===== config.mk =====
export PLATFORM = sky130hd
export DESIGN_NAME = seq_pattern_serializer
export DESIGN_NICKNAME = d
export VERILOG_FILES = /design/src/rtl/seq_pattern_serializer.sv
export SDC_FILE = /design/constraint.sdc
export NUM_CORES = 1
export LEC_CHECK = 0
export BUFFER_PORTS_ARGS = -buffer_cell sky130_fd_sc_hd__buf_2
export CORE_MARGIN = 5
export CORE_UTILIZATION = 60
export CTS_CLUSTER_DIAMETER = 30
export DETAILED_ROUTE_END_ITERATION = 7
export HOLD_SLACK_MARGIN = 0.05
export PLACE_DENSITY = 0.94
export SYNTH_ARGS = -nofsm -noshare
export SYNTH_HDL_FRONTEND = slang
export SYNTH_SLANG_ARGS = --single-unit

===== constraint.sdc =====
create_clock -name clk -period 4.96 [get_ports clk]
set_input_delay 0.496 -clock clk [delete_from_list [all_inputs] [get_ports clk]]
set_output_delay 0.496 -clock clk [all_outputs]
set_load 0.005 [all_outputs]

===== src/rtl/seq_pattern_serializer.sv =====
`default_nettype none
// +----------------------------------------------------------------------------+
// | Module      : seq_pattern_serializer                                       |
// | Description : Serial bit-pattern transmitter. Takes a pattern, a bit count |
// |               and a repeat count over a valid/ready load handshake, then   |
// |               shifts the pattern out MSB-first, one bit per clock, with    |
// |               back-to-back repetitions and a one-cycle done pulse.         |
// | Revision    : 1.0 - initial release                                        |
// +----------------------------------------------------------------------------+
module seq_pattern_serializer #(
    parameter int WIDTH = 16,
    parameter int REP_W = 8,
    parameter int NB_W  = $clog2(WIDTH + 1)
) (
    input  logic             clk,
    input  logic             reset,
    input  logic             load_valid,
    output logic             load_ready,
    input  logic [WIDTH-1:0] pattern,
    input  logic [NB_W-1:0]  nbits,
    input  logic [REP_W-1:0] reps,
    input  logic             abort,
    output logic             x,
    output logic             x_valid,
    output logic             busy,
    output logic             done
);

    // Bit index only needs to address 0..WIDTH-1.
    localparam int IDX_W = (WIDTH > 1) ? $clog2(WIDTH) : 1;

    localparam logic [1:0] c_ST_IDLE  = 2'd0;
    localparam logic [1:0] c_ST_SHIFT = 2'd1;
    localparam logic [1:0] c_ST_DONE  = 2'd2;

    localparam logic [NB_W-1:0]  c_WIDTH_NB  = NB_W'(WIDTH);
    localparam logic [IDX_W-1:0] c_LAST_FULL = IDX_W'(WIDTH - 1);

    // FSM state
    logic [1:0]       r_state;
    logic [1:0]       w_state_n;

    // Job datapath: captured pattern, index of the last bit of a pass,
    // current bit index and remaining extra passes
    logic [WIDTH-1:0] r_pat;
    logic [IDX_W-1:0] r_last;
    logic [IDX_W-1:0] r_idx;
    logic [REP_W-1:0] r_rep;
    logic [WIDTH-1:0] w_pat_n;
    logic [IDX_W-1:0] w_last_n;
    logic [IDX_W-1:0] w_idx_n;
    logic [REP_W-1:0] w_rep_n;

    // Registered outputs and their next values
    logic             r_x;
    logic             r_x_valid;
    logic             r_busy;
    logic             r_done;
    logic             r_load_ready;
    logic             w_x_n;
    logic             w_x_valid_n;
    logic             w_busy_n;
    logic             w_done_n;
    logic             w_load_ready_n;

    // Effective bit count mapping: 0 or anything beyond WIDTH means a full-width pass
    logic             w_nb_full;
    logic [IDX_W-1:0] w_load_last;
    logic             w_accept;
    logic             w_pass_end;

    assign w_nb_full   = (nbits == '0) || (nbits > c_WIDTH_NB);
    assign w_load_last = w_nb_full ? c_LAST_FULL : IDX_W'(nbits - NB_W'(1));
    assign w_accept    = (r_state == c_ST_IDLE) && load_valid;
    assign w_pass_end  = (r_idx == '0);

    // State register
    always_ff @(posedge clk or negedge reset) begin
        if (!reset) begin
            r_state <= c_ST_IDLE;
        end else begin
            r_state <= w_state_n;
        end
    end

    // Next-state logic; abort wins over the end-of-job transition
    always_comb begin
        w_state_n = r_state;
        case (r_state)
            c_ST_IDLE: begin
                if (load_valid) begin
                    w_state_n = c_ST_SHIFT;
                end
            end
            c_ST_SHIFT: begin
                if (abort) begin
                    w_state_n = c_ST_IDLE;
                end else if (w_pass_end && (r_rep == '0)) begin
                    w_state_n = c_ST_DONE;
                end
            end
            c_ST_DONE: begin
                w_state_n = c_ST_IDLE;
            end
            default: begin
                w_state_n = c_ST_IDLE;
            end
        endcase
    end

    // Datapath next values: capture on accept, walk the index down, reload between passes
    always_comb begin
        w_pat_n  = r_pat;
        w_last_n = r_last;
        w_idx_n  = r_idx;
        w_rep_n  = r_rep;
        if (w_accept) begin
            w_pat_n  = pattern;
            w_last_n = w_load_last;
            w_idx_n  = w_load_last;
            w_rep_n  = reps;
        end else if ((r_state == c_ST_SHIFT) && !abort) begin
            if (!w_pass_end) begin
                w_idx_n = r_idx - IDX_W'(1);
            end else if (r_rep != '0) begin
                w_rep_n = r_rep - REP_W'(1);
                w_idx_n = r_last;
            end
        end
    end

    // Datapath registers
    always_ff @(posedge clk or negedge reset) begin
        if (!reset) begin
            r_pat  <= '0;
            r_last <= '0;
            r_idx  <= '0;
            r_rep  <= '0;
        end else begin
            r_pat  <= w_pat_n;
            r_last <= w_last_n;
            r_idx  <= w_idx_n;
            r_rep  <= w_rep_n;
        end
    end

    // Output decode from the upcoming state so every output leaves a flop
    always_comb begin
        w_x_valid_n    = (w_state_n == c_ST_SHIFT);
        w_busy_n       = (w_state_n == c_ST_SHIFT);
        w_done_n       = (w_state_n == c_ST_DONE);
        w_load_ready_n = (w_state_n == c_ST_IDLE);
        w_x_n          = w_x_valid_n & w_pat_n[w_idx_n];
    end

    // Output registers; reset leaves the block ready and silent
    always_ff @(posedge clk or negedge reset) begin
        if (!reset) begin
            r_x          <= 1'b0;
            r_x_valid    <= 1'b0;
            r_busy       <= 1'b0;
            r_done       <= 1'b0;
            r_load_ready <= 1'b1;
        end else begin
            r_x          <= w_x_n;
            r_x_valid    <= w_x_valid_n;
            r_busy       <= w_busy_n;
            r_done       <= w_done_n;
            r_load_ready <= w_load_ready_n;
        end
    end

    assign x          = r_x;
    assign x_valid    = r_x_valid;
    assign busy       = r_busy;
    assign done       = r_done;
    assign load_ready = r_load_ready;

endmodule
`default_nettype wire


* Word level (Yosys, flattened, before mapping)
Index checks and enable logic that the tools add are counted.
** Word-level totals
- Bits of input ports :: 33
- Output and inout port bits :: 5
- Word-level logic and storage cells :: 49
- Register bits :: 38
** Cells by class
- Add/subtract/negate cells :: 3
- Reductions and logical operators :: 15
- $lt $le $gt $ge :: 2
- Muxes and demuxes :: 16
- Eq/ne operators :: 3
- Bitwise operators :: 1
** Operator list (number)
- $mux 8 :: 4
- $mux 4 :: 5
- $mux 16 :: 1
- $logic_not 8->1 :: 1
- $reduce_bool 8->1 :: 1
- $sub 4x1->4 const B :: 2
- $sub 8x1->8 const B :: 1
- $mux 2 :: 3
- $reduce_bool 2->1 :: 3
- $gt 5x5->1 const B :: 1
- $logic_not 5->1 :: 1
- $lt 4x5->1 const B :: 1
- $bmux 1 s4 :: 1
- $eq 2x1->1 const B :: 2
- $logic_not 2->1 :: 2
- $logic_not 4->1 :: 1
- $pmux 2 s2 :: 1
- $logic_and 1x1->1 :: 3
- $reduce_and 3->1 :: 1
- $eq 2x2->1 const B :: 1
- $and 1x1->1 :: 1
- $logic_not 1->1 :: 1
- $logic_or 1x1->1 :: 1
- $mux 1 :: 1

* Longest topological paths before layout
- Word-level depth :: 8
- Depth in mapped cells :: 11
- Gate-level depth less buffers :: 10

* Worst setup path before layout
Ideal clock, no wire load.
- Path type :: in2reg
- Start point :: input port nbits[0]
- End point :: register r_x (netlist: x)
- Data arrival time :: 2.570 ns
- Buffers on the path :: 1
- Library setup time :: 0.133 ns
- Path slack :: 2.257 ns
- Cell stages on the path :: 11
- Data required time :: 4.827 ns
- Path through :: clkbuf_1 -> inv_1 -> ha_1 -> nor3b_1 -> xnor2_1 -> a21oi_1 -> nor2_4 -> inv_2 -> o41a_1 -> o22ai_1 -> o32ai_1
** Between the ends
- Cells in the longest elaborated chain, start to end :: 7
- Elaborated cells between the ends (all ways) :: 9
- Classes of those cells :: add/sub (1); order compare (1); mux (4); bitwise (1); reduce/logical (2)
** Ends and longest elaborated chain
- from (decl) :: line 20 : input logic [NB_W-1:0] nbits,
- $gt 5x5->1 or $logic_not 5->1 (tied branches) :: line 72 : assign w_nb_full = (nbits == '0) || (nbits > c_WIDTH_NB);
- $logic_or 1x1->1 :: line 72
- $mux 4 * :: line 73 : assign w_load_last = w_nb_full ? c_LAST_FULL : IDX_W'(nbits - NB_W'(1));
- $mux 4 * :: line 117 : if (w_accept) begin
- net w_idx_n[3] :: line 51 : logic [IDX_W-1:0] w_idx_n;
- $bmux 1 s4 * :: line 153 : w_x_n = w_x_valid_n & w_pat_n[w_idx_n];
- $mux 1 (implied by the code) * :: line 153
- $and 1x1->1 * :: line 153
- net w_x_n :: line 60 : logic w_x_n;
- to (signal assigned) :: line 165 : r_x <= w_x_n;
- to (decl) :: line 55 : logic r_x;
Mark *: on every way through the listed nets, which the timed path passes. The rest lies on a longest branch. The select of a mux whose other input is x is not followed.
A chain may end at the register's enable or synchronous reset.

* Worst setup path in the final report
- Start point :: register r_rep[0]
- End point :: register r_x (netlist: x)
** Between the ends
- Cells in the longest elaborated chain, start to end :: 8
- Elaborated cells between the ends (all ways) :: 14
- Classes of those cells :: eq/ne (1); mux (9); bitwise (1); reduce/logical (3)
** Ends and longest elaborated chain
- from (decl) :: line 48 : logic [REP_W-1:0] r_rep;
- from (signal assigned) :: line 143 : r_rep <= w_rep_n;
- $reduce_bool 8->1 :: line 125 : end else if (r_rep != '0) begin
- $mux 4 :: line 125
- $mux 4 :: line 123 : if (!w_pass_end) begin
- $mux 4 :: line 122 : end else if ((r_state == c_ST_SHIFT) && !abort) begin
- $mux 4 :: line 117
- $bmux 1 s4 :: line 153
- $mux 1 (implied by the code) :: line 153
- $and 1x1->1 * :: line 153
- net w_x_n :: line 60
Marked as above.

==> results_dict.tcl <==
set metrics [dict create \
    grt_pass1_vias 1911 \
    cts_setup_buffers 0 \
    fmax_ghz 0.342 \
    numCtsBuffers 5 \
    io_buffers 37 \
    vias 1968 \
    clock_path_buffers 2 \
    yosysUniqueCellTypes 54 \
    p_leak_nw 1.10 \
    ir_worst_vdd_mv 0.235 \
    cp_slowest_cell "a221oi_2" \
    grt_use_total_pct 23.3 \
    syn-num-nets 282 \
    synth_edf_count 0 \
    io_pins 38 \
    fin_crit_sh_pct 59.0 \
    crit_chain "inv_1, ha_1, nor3b_1, a211oi_4, a221oi_2, a21oi_1, o41a_1, o22ai_1, o32ai_1" \
    synth-seq-cells 38 \
    min_path_type "input pin to async pin" \
    cts_resized 0 \
    finalSetupTns_ns 0 \
    fp.dieH_um 70.0 \
    netlist_area_mm2 0.00216 \
    synth_area_leaders "dfrtp_1, nand2_1, a21oi_1" \
    clkSlewWorstSetupHoldPaths_ns 0.12 \
    status "complete, no violations" \
    synth.top_cell.area_share_pct 42.8 \
    end_kind "register" \
    synth_area_leader_cell "dfrtp_1" \
    slew_violations 0 \
    h-tree-depth 2 \
    critPathTopFamily "compound AO/OA/AOI/OAI gates" \
    hold_buffers 0 \
    synth_flop_cell "dfrtp_1" \
    crit_type "register to register" \
    fp.coreArea_mm2 0.00342 \
    start_util_pct 63.3 \
    dr.pass1.iters 5 \
    wirelength_um 5450 \
    antenna_cells 0 \
    dp_cells 319 \
    drt-vias-per-instance 6.02 \
    crit_arrival_ns 3.16 \
    synthCells 246 \
    die_w_um 70.0 \
    wire_per_inst_um 16.7 \
    grt_pass1_wl_um 9140 \
    async_flop_share_pct 100 \
    antenna_found_initial 0 \
    grt_start_max_net_pins 39 \
    cts.sinks 38 \
    dp_hpwl_um 4090 \
    root_buffer "clkbuf_4" \
    layout.nets 316 \
    layout_min_cycle_time_ns 2.93 \
    drt-initial-drc-count 185 \
    drive_gt1_share_pct 21.7 \
    crit_buf_inv 1 \
    die_area_mm2 0.00490 \
    max_stage_delay_ns 0.67 \
    rsz0062_at_grt "false" \
    cp-start-kind "register" \
    insertion_delay_ns 0.35 \
    ys_seq_area_share_pct 44.0 \
    syn2layout_area_growth_pct 12.4 \
    power_density_mw_per_mm2 377 \
    final_cells 327 \
    multiInputGateArea_mm2 0.00114 \
    num_rows 21 \
    drv_cap 0 \
    tritoncts "built" \
    drc_errors 0 \
    relSlewSlack_pct 44.2 \
    finalHoldViolations 0 \
    yosys_warnings 0 \
    final-setup-viol-count 0 \
    finClkSkew_ns 0.0121 \
    gp_congestion 0.963 \
    cp_max_fo 8 \
    worst_slew_pin_slew_ns 0.836 \
    syn_avg_cell_area_um2 8.79 \
    fillers 267 \
    grt-ovfl-total 0 \
    postRouteAntennaNets 0 \
    required_ns 5.19 \
    regArea_um2 952 \
]
[synth_stat cells (all sizes together), types with 2 or more instances]
| cell type | number |
|---|---|
| o31ai | 2 |
| inv | 8 |
| a21o | 5 |
| a22oi | 2 |
| o21bai | 2 |
| nor2 | 17 |
| o21ai | 15 |
| a221oi | 2 |
| ha | 3 |
| buf | 4 |
| nor3 | 6 |
| a211oi | 2 |
| o211ai | 2 |
| nand4 | 3 |
| xor2 | 5 |
| or3 | 3 |
| dfrtp | 37 |
| clkbuf | 7 |
| xnor2 | 6 |
| mux2 | 2 |
| a21oi | 19 |
| nor3b | 5 |
| or3b | 4 |
| nand3 | 4 |
| a31oi | 3 |
| nand2 | 57 |
| nor4 | 6 |
[path summary, 6_finish.rpt]
| path | from | end | slack [ns] | cells past startpoint |
|---|---|---|---|---|
| worst min register to register | r_pat[1] | r_pat[1] | 0.49 | 2 |
| worst max register to register | r_rep[0] | x | 2.03 | 9 |
| min in group clk | reps[0] | r_rep[0] | 0.34 | 3 |
| max in group asynchronous | reset | r_pat[9] | 4.20 | 1 |
| worst min-delay path | reset | r_pat[13] | 0.22 | 1 |
| worst max-delay path | r_rep[0] | x | 2.03 | 9 |
[placed cells by master, fill, tap and decap left out, types with 4 or more instances in the layout]
master and n:
nand2_1 57, nor3_1 5, nor2_1 16, xnor2_1 6, clkbuf_4 5, nor4_1 4
a21oi_1 19, xor2_1 5, nor3b_1 4, buf_2 37, inv_1 7, dfrtp_1 37
a21o_1 5, o21ai_0 13, nand3_1 4
[through the flow]
step	power (mW)	worst slack (ns)	utilization, %	cell area (µm²)	hold slack (ns)
2_1_floorplan	0.646	2.26	-	2160	0.200
3_5_place_dp	0.743	2.06	69.4	2370	0.458
6_report	0.916	2.03	71.2	2430	0.224
5_1_grt	0.975	1.86	71.2	2430	0.295
3_3_place_gp	0.730	2.17	69.4	2370	0.454
4_1_cts	0.910	2.07	71.2	2430	0.264
[cell families (layout without fill, tap and decap cells)]
kind of cell             Yosys count  in the layout  share of synthesized area, %
adder cells (fa/ha/maj)            3              3                          1.74
flip-flops                        38             38                          44.0
multiplexers                       2              2                          1.04
AO/OA/AOI/OAI                     63             63                          19.6
buffers and inverters             19             54                          3.59
AND/OR/NAND/NOR                  110            110                          25.6
XOR/XNOR                          11             11                          4.46
[flip-flops by register name, summed over array words and instances, names as in the netlist]
signal      count
busy            1
done            1
load_ready      1
r_idx           4
r_last          4
r_pat          16
r_rep           8
r_state         2
x               1
[layout make-up]
cell class,count,area share (%)
repair buffers,38,7.93
inverters,8,1.24
multi-input cells,189,46.8
clock buffers,7,2.26
clock inverters,1,0.206
well taps,46,2.37
flip-flops and latches,38,39.2
[worst reg2reg max path, cell delays in order (launching register included)]
cell      delay (ns)
dfrtp_1         0.42
inv_1           0.07
ha_1            0.20
nor3b_1         0.46
a211oi_4        0.17
a221oi_2        0.67
a21oi_1         0.17
o41a_1          0.39
o22ai_1         0.18
o32ai_1         0.09
[power by group]
group          leakage (nW)  internal, mW  switching, mW
Clock                0.0353        0.0687          0.102
Sequential            0.459         0.376         0.0541
Combinational         0.607         0.127          0.188
[routing by layer]
metal	share of wire [%]	vias up	routed length [µm]	GRT usage (%)
li1	-	941	-	-
met1	44	933	2390	32.0
met2	48	85	2620	36.6
met3	6.6	9	360	4.45
met4	1.6	0	88	8.30
met5	0	-	0	0
Power figures use the tool's default switching activity.
